$ cat src/rtl/usb_cmd_pkg.sv
// Shared types and constants for the FT232H command receive path.
// Optional feature macro: USB_RX_TIMEOUT_EN (partial-frame idle timeout).
package usb_cmd_pkg;

  // Bus-side FSM for the synchronous FIFO read handshake
  typedef enum logic [1:0] {
    IDLE    = 2'd0,
    OE_WAIT = 2'd1,
    READ    = 2'd2
  } bus_state_t;

  // Frame parser: sync marker, command ID, value, checksum
  typedef enum logic [1:0] {
    P_SYNC = 2'd0,
    P_CMD  = 2'd1,
    P_VAL  = 2'd2,
    P_CHK  = 2'd3
  } parser_state_t;

  // Command IDs ('V', 'T', 'R', 'S')
  localparam logic [7:0] CMD_V = 8'h56;
  localparam logic [7:0] CMD_T = 8'h54;
  localparam logic [7:0] CMD_R = 8'h52;
  localparam logic [7:0] CMD_S = 8'h53;

  // Default frame start marker ('$')
  localparam logic [7:0] SYNC_BYTE_DEF = 8'h24;

  // Frame checksum: command XOR value
  function automatic logic [7:0] frame_chk(input logic [7:0] cmd, input logic [7:0] val);
    return cmd ^ val;
  endfunction

endpackage

$ cat src/rtl/usb_cmd_receiver_if.sv
// FT232H synchronous FIFO read-direction bus.
// master: FPGA side (drives oe/rd). slave: FT232H side (drives data/rxf).
interface usb_cmd_receiver_if;
  logic [7:0] data_in;
  logic       rxf;
  logic       oe;
  logic       rd;

  modport master (input data_in, input rxf, output oe, output rd);
  modport slave  (output data_in, output rxf, input oe, input rd);
endinterface

$ cat src/rtl/usb_cmd_parser.sv
// Command frame parser: SYNC, CMD, VAL, CHK. Holds the host-override settings.
// With USB_RX_TIMEOUT_EN defined, a partial frame idle for TIMEOUT_CYCLES is
// abandoned with a cmd_err pulse; otherwise it waits indefinitely.
module usb_cmd_parser
  import usb_cmd_pkg::*;
#(
  parameter logic [7:0]  SYNC_BYTE      = SYNC_BYTE_DEF,
  parameter logic [7:0]  V_SCALE_RST    = 8'h30,
  parameter logic [7:0]  T_SCALE_RST    = 8'h30,
  parameter logic [7:0]  TRIG_RST       = 8'h30,
  parameter int unsigned TIMEOUT_CYCLES = 60000
) (
  input  logic       clk,
  input  logic       rst_n,
  input  logic [7:0] byte_in,
  input  logic       byte_vld,
  output logic [7:0] v_scale,
  output logic [7:0] t_scale,
  output logic [7:0] trigger_level,
  output logic       ch_select,
  output logic       cmd_valid,
  output logic       cmd_err
);

  // The idle counter is 16 bits wide, so the threshold must fit in it
  if (TIMEOUT_CYCLES < 1 || TIMEOUT_CYCLES > 65535) begin : g_bad_timeout
    $error("usb_cmd_parser: TIMEOUT_CYCLES must be in 1..65535");
  end

  parser_state_t p_state, p_next;
  logic [7:0] cmd_q, cmd_d;
  logic [7:0] val_q, val_d;
  logic [7:0] v_d, t_d, trig_d;
  logic       ch_d, valid_d, err_d;

`ifdef USB_RX_TIMEOUT_EN
  logic [15:0] idle_cnt;
  logic        timeout;

  assign timeout = (idle_cnt == 16'(TIMEOUT_CYCLES));

  // Idle counter: runs only while a frame is partially received
  always_ff @(posedge clk or negedge rst_n) begin
    if (!rst_n) begin
      idle_cnt <= '0;
    end else if (byte_vld || p_state == P_SYNC || timeout) begin
      idle_cnt <= '0;
    end else begin
      idle_cnt <= idle_cnt + 16'd1;
    end
  end
`endif

  // Next-state, field capture and frame outcome
  always_comb begin
    p_next  = p_state;
    cmd_d   = cmd_q;
    val_d   = val_q;
    v_d     = v_scale;
    t_d     = t_scale;
    trig_d  = trigger_level;
    ch_d    = ch_select;
    valid_d = 1'b0;
    err_d   = 1'b0;
    if (byte_vld) begin
      unique case (p_state)
        P_SYNC: if (byte_in == SYNC_BYTE) p_next = P_CMD;
        P_CMD: begin
          cmd_d  = byte_in;
          p_next = P_VAL;
        end
        P_VAL: begin
          val_d  = byte_in;
          p_next = P_CHK;
        end
        P_CHK: begin
          p_next = P_SYNC;
          if (byte_in == frame_chk(cmd_q, val_q)) begin
            unique case (cmd_q)
              CMD_V: begin v_d    = val_q;    valid_d = 1'b1; end
              CMD_T: begin t_d    = val_q;    valid_d = 1'b1; end
              CMD_R: begin trig_d = val_q;    valid_d = 1'b1; end
              CMD_S: begin ch_d   = val_q[0]; valid_d = 1'b1; end
              default: err_d = 1'b1;
            endcase
          end else begin
            err_d = 1'b1;
          end
        end
        default: p_next = P_SYNC;
      endcase
    end
`ifdef USB_RX_TIMEOUT_EN
    else if (timeout) begin
      p_next = P_SYNC;
      err_d  = 1'b1;
    end
`endif
  end

  // Parser state and settings registers
  always_ff @(posedge clk or negedge rst_n) begin
    if (!rst_n) begin
      p_state       <= P_SYNC;
      cmd_q         <= '0;
      val_q         <= '0;
      v_scale       <= V_SCALE_RST;
      t_scale       <= T_SCALE_RST;
      trigger_level <= TRIG_RST;
      ch_select     <= 1'b0;
      cmd_valid     <= 1'b0;
      cmd_err       <= 1'b0;
    end else begin
      p_state       <= p_next;
      cmd_q         <= cmd_d;
      val_q         <= val_d;
      v_scale       <= v_d;
      t_scale       <= t_d;
      trigger_level <= trig_d;
      ch_select     <= ch_d;
      cmd_valid     <= valid_d;
      cmd_err       <= err_d;
    end
  end

endmodule

$ cat src/rtl/usb_cmd_receiver.sv
// FT232H receive path: synchronous FIFO read handshake (RXF#, OE#, RD#),
// byte capture, and command frame parsing into host-override settings.
// Optional feature macro: USB_RX_TIMEOUT_EN (see usb_cmd_parser).
module usb_cmd_receiver
  import usb_cmd_pkg::*;
#(
  parameter logic [7:0]  SYNC_BYTE      = SYNC_BYTE_DEF,
  parameter logic [7:0]  V_SCALE_RST    = 8'h30,
  parameter logic [7:0]  T_SCALE_RST    = 8'h30,
  parameter logic [7:0]  TRIG_RST       = 8'h30,
  parameter int unsigned TIMEOUT_CYCLES = 60000
) (
  input  logic                  clk_in,
  input  logic                  reset_n,
  usb_cmd_receiver_if.master    bus,
  output logic [7:0]            v_scale,
  output logic [7:0]            t_scale,
  output logic [7:0]            trigger_level,
  output logic                  ch_select,
  output logic                  cmd_valid,
  output logic                  cmd_err
);

  bus_state_t state_q, state_d;
  logic       oe_q, rd_q;
  logic [7:0] byte_q;
  logic       byte_vld;

  // Bus state register
  always_ff @(posedge clk_in or negedge reset_n) begin
    if (!reset_n) state_q <= IDLE;
    else          state_q <= state_d;
  end

  // Bus next-state: one OE-only cycle before reading, stop as soon as RXF# rises
  always_comb begin
    state_d = state_q;
    unique case (state_q)
      IDLE:    if (!bus.rxf) state_d = OE_WAIT;
      OE_WAIT: state_d = bus.rxf ? IDLE : READ;
      READ:    if (bus.rxf) state_d = IDLE;
      default: state_d = IDLE;
    endcase
  end

  // oe/rd registered from the next state so they track the FSM without a lag
  always_ff @(posedge clk_in or negedge reset_n) begin
    if (!reset_n) begin
      oe_q <= 1'b1;
      rd_q <= 1'b1;
    end else begin
      oe_q <= !(state_d == OE_WAIT || state_d == READ);
      rd_q <= !(state_d == READ);
    end
  end

  assign bus.oe = oe_q;
  assign bus.rd = rd_q;

  // Byte capture: one byte per edge where the FT232H actually advanced its FIFO
  always_ff @(posedge clk_in or negedge reset_n) begin
    if (!reset_n) begin
      byte_q   <= '0;
      byte_vld <= 1'b0;
    end else begin
      byte_vld <= !rd_q && !oe_q && !bus.rxf;
      if (!rd_q && !oe_q && !bus.rxf) byte_q <= bus.data_in;
    end
  end

  usb_cmd_parser #(
    .SYNC_BYTE      (SYNC_BYTE),
    .V_SCALE_RST    (V_SCALE_RST),
    .T_SCALE_RST    (T_SCALE_RST),
    .TRIG_RST       (TRIG_RST),
    .TIMEOUT_CYCLES (TIMEOUT_CYCLES)
  ) u_parser (
    .clk           (clk_in),
    .rst_n         (reset_n),
    .byte_in       (byte_q),
    .byte_vld      (byte_vld),
    .v_scale       (v_scale),
    .t_scale       (t_scale),
    .trigger_level (trigger_level),
    .ch_select     (ch_select),
    .cmd_valid     (cmd_valid),
    .cmd_err       (cmd_err)
  );

endmodule

$ cat src/flat_wrapper.sv
// flat-port wrapper written by rule: the top's interface ports become plain ports
module usb_cmd_receiver_flat import usb_cmd_pkg::*;
#(
  parameter logic [7:0]  SYNC_BYTE      = SYNC_BYTE_DEF,
  parameter logic [7:0]  V_SCALE_RST    = 8'h30,
  parameter logic [7:0]  T_SCALE_RST    = 8'h30,
  parameter logic [7:0]  TRIG_RST       = 8'h30,
  parameter int unsigned TIMEOUT_CYCLES = 60000
)
  (clk_in, reset_n, v_scale, t_scale, trigger_level, ch_select, cmd_valid, cmd_err, bus_data_in, bus_rxf, bus_oe, bus_rd);
  usb_cmd_receiver_if bus_i ();
  input  logic clk_in;
  input  logic reset_n;
  output logic [7:0] v_scale;
  output logic [7:0] t_scale;
  output logic [7:0] trigger_level;
  output logic ch_select;
  output logic cmd_valid;
  output logic cmd_err;
  input wire logic [$bits(bus_i.data_in)-1:0] bus_data_in;
  input wire logic [$bits(bus_i.rxf)-1:0] bus_rxf;
  output wire logic [$bits(bus_i.oe)-1:0] bus_oe;
  output wire logic [$bits(bus_i.rd)-1:0] bus_rd;
  assign bus_i.data_in = bus_data_in;
  assign bus_i.rxf = bus_rxf;
  assign bus_oe = bus_i.oe;
  assign bus_rd = bus_i.rd;
  usb_cmd_receiver #(.SYNC_BYTE(SYNC_BYTE), .V_SCALE_RST(V_SCALE_RST), .T_SCALE_RST(T_SCALE_RST), .TRIG_RST(TRIG_RST), .TIMEOUT_CYCLES(TIMEOUT_CYCLES)) u_core (.clk_in(clk_in), .reset_n(reset_n), .bus(bus_i), .v_scale(v_scale), .t_scale(t_scale), .trigger_level(trigger_level), .ch_select(ch_select), .cmd_valid(cmd_valid), .cmd_err(cmd_err));
endmodule
$ cat config.mk
export PLATFORM = sky130hd
export DESIGN_NAME = usb_cmd_receiver_flat
export DESIGN_NICKNAME = d
export VERILOG_FILES = /design/src/rtl/usb_cmd_pkg.sv /design/src/rtl/usb_cmd_receiver_if.sv /design/src/rtl/usb_cmd_parser.sv /design/src/rtl/usb_cmd_receiver.sv /design/src/flat_wrapper.sv
export SDC_FILE = /design/constraint.sdc
export NUM_CORES = 1
export LEC_CHECK = 0
export CAP_MARGIN = 5
export CORE_AREA = 2 2 64 97
export CTS_BUF_LIST = sky130_fd_sc_hd__clkbuf_4 sky130_fd_sc_hd__clkbuf_8
export DETAILED_ROUTE_END_ITERATION = 12
export DIE_AREA = 0 0 66 99
export PLACE_DENSITY = 0.67
export SLEW_MARGIN = 20
export SYNTH_ARGS = -nofsm -noshare
export SYNTH_HDL_FRONTEND = slang
export SYNTH_SLANG_ARGS = --single-unit
$ cat constraint.sdc
create_clock -name clk_in -period 4.5 [get_ports clk_in]
set_input_delay 0.675 -clock clk_in [delete_from_list [all_inputs] [get_ports clk_in]]
set_output_delay 0.675 -clock clk_in [all_outputs]
set_load 0.005 [all_outputs]
Word level (Yosys, flattened, before mapping)
Cells that the tools add are included.
{"block": "word_totals", "ff_bits": 58, "in_bits": 11, "out_inout_bits": 29}
{"block": "classes", "n_eq_ne": 14, "n_mux": 14, "bitwise": 1, "reduce_logical": 18}
{"operator": "8-bit by 7-bit == test with 1-bit output (second input constant)", "count": 4}
{"operator": "4-bit AND reduction", "count": 4}
{"operator": "2-bit == test (second input constant)", "count": 4}
{"operator": "8-bit by 6-bit == test with 1-bit output (second input constant)", "count": 1}
{"operator": "8-bit == test", "count": 1}
{"operator": "1-bit 2-to-1 mux", "count": 8}
{"operator": "2-bit 2-to-1 mux", "count": 4}
{"operator": "2-bit case mux with 4 select lines", "count": 1}
{"operator": "8-bit XOR", "count": 1}
{"operator": "2-bit by 1-bit == test with 1-bit output (second input constant)", "count": 3}
{"operator": "2-bit case mux with 3 select lines", "count": 1}
{"operator": "2-bit AND reduction", "count": 3}
{"operator": "1-bit logical NOT", "count": 5}
{"operator": "2-bit logical NOT", "count": 2}
{"operator": "4-bit OR reduction", "count": 1}
{"operator": "1-bit logical AND", "count": 2}
{"operator": "2-bit inequality test (second input constant)", "count": 1}
{"operator": "1-bit logical OR", "count": 1}

Longest topological paths before layout
{"block": "depth", "depth_word": 6, "depth_mapped": 6, "mapped_depth_nobuf": 6}

Hierarchy
Synthesis repeated with hierarchy kept, for this count alone.
{"block": "unflattened", "cells_unflattened": 163, "hier_area_um2": 2581.2}
{"mod": "usb_cmd_parser", "instances": 1, "cells_per_inst": 134, "area_per_inst_um2": 2103.3, "seq_area_each_um2": 1133.6}
{"mod": "usb_cmd_receiver", "instances": 1, "cells_per_inst": 29, "area_per_inst_um2": 478.0, "seq_area_each_um2": 327.8}

Worst setup path after synthesis
No wires, ideal clock.
{"block": "synth_timing", "path_kind": "reg2reg", "from": "reg u_core.u_parser.val_q[0]", "to": "reg u_core.u_parser.v_scale[1]", "t_arrival_ps": 1752, "required_time_ps": 4372, "slack_ps": 2621, "path_stages_with_launch": 6, "n_path_buf": 0, "synth_period_minus_slack_ps": 1879, "path_cell_list": "dfrtp_1 -> xnor3_1 -> nand2_1 -> nor4_4 -> nand4_4 -> mux2_1"}
{"block": "synth_via", "elab_chain_cells": 3}
{"item": "start, declared", "line": "usb_cmd_parser.sv:32", "text": "logic [7:0] val_q, val_d;"}
{"item": "start signal, assigned", "line": "usb_cmd_parser.sv:116", "text": "val_q <= val_d;"}
{"item": "8-bit XOR", "line": "usb_cmd_pkg.sv:31", "text": "return cmd ^ val;"}
{"item": "8-bit == test", "line": "usb_cmd_parser.sv:78", "text": "if (byte_in == frame_chk(cmd_q, val_q)) begin"}
{"item": "4-bit AND reduction (no source line)"}
{"item": "end signal, assigned", "line": "usb_cmd_parser.sv:117", "text": "v_scale <= v_d;"}
{"item": "end, declared", "line": "usb_cmd_parser.sv:17", "text": "output logic [7:0] v_scale,"}
No other way between the ends.
A chain may end at the register's enable or synchronous reset.

Worst setup path after layout
{"block": "layout_timing", "from": "reg u_core.u_parser.val_q[5]", "to": "reg u_core.u_parser.v_scale[6]"}
Same word-level chain as after synthesis.

==> impl_results.md <==
* Vias/cell at 5.02
* Tightest Pin Transition at 0.730 ns
* Fin cells at 288
* Largest net degree at the start of global routing at 59
* Final weighted congestion in routability-driven placement at 0.778
* Clock tree from TritonCTS: yes
* Most common cell after layout, fill and taps aside: dfrtp_1
* DR iter-0 viols at 55
* Type of the tightest min-delay check: input port to asynchronous set/reset pin
* Crit end category: flip-flop
* Largest stage delay on the critical path at 0.43 ns
* Max IR drop VDD at 0.000287 V
* FMAX at 0.468 GHz
* Crit Path Class: flip-flop to flip-flop
* Final net count at 228
* Met2 Use GR at 27.4%
* Wirelength, routed at 4620 um
* Core Area at 5700 sq um
* Final hold vios at 0
* Worst slack at placement at 2.23 ns
* I/O pin cnt at 40
* DR pass1 iterations at 4
* H-tree depth at 3
* Critical Path Fanout Max at 8
* R2r endpoint: u_core.u_parser.v_scale[6]
* DR WL/cell at 16.1 um
* Met3 GRT Util at 5.82%
* Setup Viol. Count Final at 0
* Dpl cells at 272
* Cells after Synth at 160
* Net count after synthesis at 177
* CTS buffer count at 9
* Post_cts resized at 0
* P_leak at 0.00157 uW
* Area grow syn2layout at 27.5%
* Layout cell share with drive strength beyond 1 at 38.0%
* GRT Total Usage at 16.4%
* Clock-pin slew on the worst setup and hold paths at 0.06 ns
* CTS Hold Bufs at 0
* Global-route wire length before repair at 7690 um
* RSZ-0062 raised after global routing: false
* Final Max Slew Viols at 0
* Worst-case clock buffer depth at 2
* Worst path slowest cell: xnor3_1
* Later-pin clock latency in the skew report at 0.34 ns
* Sink Count at 58
* Die area at 6530 sq um
* Rel. slew slack at 51.3%
* Data required time at the worst endpoint at 4.72 ns
* Routed via count at 1,447
* Reg2reg start: u_core.u_parser.val_q[5]
* Final setup TNS at 0 ns
* Gr busiest metal: met2
* Pwr dens at 419 nW/um^2
* Diodes inserted at 0
* Startpoint Class: flip-flop
* Status: finished, final reports clean
* Post-CTS Setup Inserts at 0
* WP data arrival at 2.36 ns
* Post-synthesis cell type count at 26
* Overall Power at 1360 uW
* Final Skew at 0.00921 ns
* Initial Util at 44.7%
* Clock root cell: clkbuf_8
* Vias in the first global route at 1,520
* Setup ws final at 2.36 ns
* Mapped Area at 2550 sq um
* Initial antenna violation count at 0
* Critical path cell sequence: xnor3_1 > nand2_1 > nor3b_4 > nand4_4 > mux2_1
* Drc violations at 0
* Die Wd at 66 um
* Cell Rows at 34
* Total gr overflow at 0
* Post-route ant nets at 0
* Port bufs at 39
* Avg Cell Area, Syn at 15.9 sq um
* Total of max-cap violations at 0
* Crit-path leading delay family: simple AND/OR/NAND/NOR gates
* GR Layer Usage met1 at 17.5%
* Sequential share of the synthesized area at 57.4%
* Min Clock Period, post-route at 2.14 ns
* Detailed placement HPWL at 3450 um
* DIE HEIGHT at 99 um
* Reg2Reg Depth at 5
* Most frequent cells in the layout: dfrtp_1 (50), mux2_2 (46), clkdlybuf4s50_1 (38)
* Flops & latches, synth at 58
* Synth warn at 0
* Period utilization at 47.5%
* Crit path buf inv count at 0
* Reg2reg setup slack at 2.36 ns
[flip-flops by register name, indices dropped and copies added (netlist names), 2 cells and up]
name                           flops
u_core.byte_q                      8
u_core.state_q                     2
u_core.u_parser.cmd_q              8
u_core.u_parser.p_state            2
u_core.u_parser.t_scale            8
u_core.u_parser.trigger_level      8
u_core.u_parser.v_scale            8
u_core.u_parser.val_q              8
[through the flow]
stage | hold slack (ns) | utilization, % | cell area (sq um)
2_1_floorplan | 0.379 | - | 2550
3_3_place_gp | 0.472 | 53.1 | 3030
3_5_place_dp | 0.483 | 53.1 | 3030
4_1_cts | 0.495 | 57.0 | 3250
5_1_grt | 0.514 | 57.0 | 3250
6_report | 0.472 | 57.0 | 3250
[layer usage]
layer,vias up,wire length [um],part of all wire [%]
met5,-,0,0
met4,0,118,2.6
met3,9,185,4.0
met2,37,2580,56
met1,728,1740,38
li1,673,-,-
[cell families (layout without fill, tap and decap cells)]
group                    count (synthesis)  after routing  synth area share, %
flip-flops                              58             58                 57.4
multiplexers                            50             50                 22.1
AND/OR/NAND/NOR                         27             27                 10.1
XOR/XNOR                                12             12                 6.29
adder cells (fa/ha/maj)                  6              6                 2.95
buffers and inverters                    4             60                0.590
AO/OA/AOI/OAI                            3              3                0.590
[synth_stat cells]
library cell	n	area share, %
a21oi_1	2	0.39
nor3b_4	1	0.74
nor3b_2	1	0.49
o21ai_0	1	0.20
xnor2_1	7	2.4
nand4b_1	1	0.34
nor3_1	1	0.20
mux2_2	46	20
or4b_2	2	0.79
nand4_4	1	0.84
nand2_1	7	1.0
nor2b_1	2	0.49
dfstp_2	8	8.3
nand4b_4	2	1.9
dfrtp_1	50	49
ha_1	6	2.9
nor2_1	3	0.44
or3_1	1	0.25
nor3_2	1	0.39
nand4_1	1	0.25
mux2_1	4	1.8
xnor3_1	4	3.5
nor4_4	2	1.7
inv_1	4	0.59
xor2_1	1	0.34
nor3b_1	1	0.29
[layout make-up]
cell class	instances	area, sq um
inverter	4	15.0
clock buffer	11	139
sequential	58	1460
tap	72	90.1
multi-input combinational	98	1070
timing repair buffer	40	393
fill	500	2450
clock inverter	5	78.8
[worst max-delay path by stage]
stage                                         from                          to  cells past startpoint
after floorplan           u_core.u_parser.val_q[0]  u_core.u_parser.v_scale[1]                      5
after global placement                     bus_rxf            u_core.byte_q[1]                      3
after detailed placement                   bus_rxf            u_core.byte_q[4]                      3
after CTS                 u_core.u_parser.val_q[5]  u_core.u_parser.v_scale[6]                      5
after global routing      u_core.u_parser.val_q[5]  u_core.u_parser.t_scale[6]                      5
final                     u_core.u_parser.val_q[5]  u_core.u_parser.v_scale[6]                      5
[report_power, final]
group / internal, uW / switching (uW) / leakage [uW] / total [uW]
logic: 107 / 92.3 / 0.000696 / 199
clock network: 323 / 196 / 0.000114 / 519
registers: 577 / 66.2 / 0.000764 / 643
total: 1010 / 355 / 0.00157 / 1360
(Power assumes the default switching activity.)
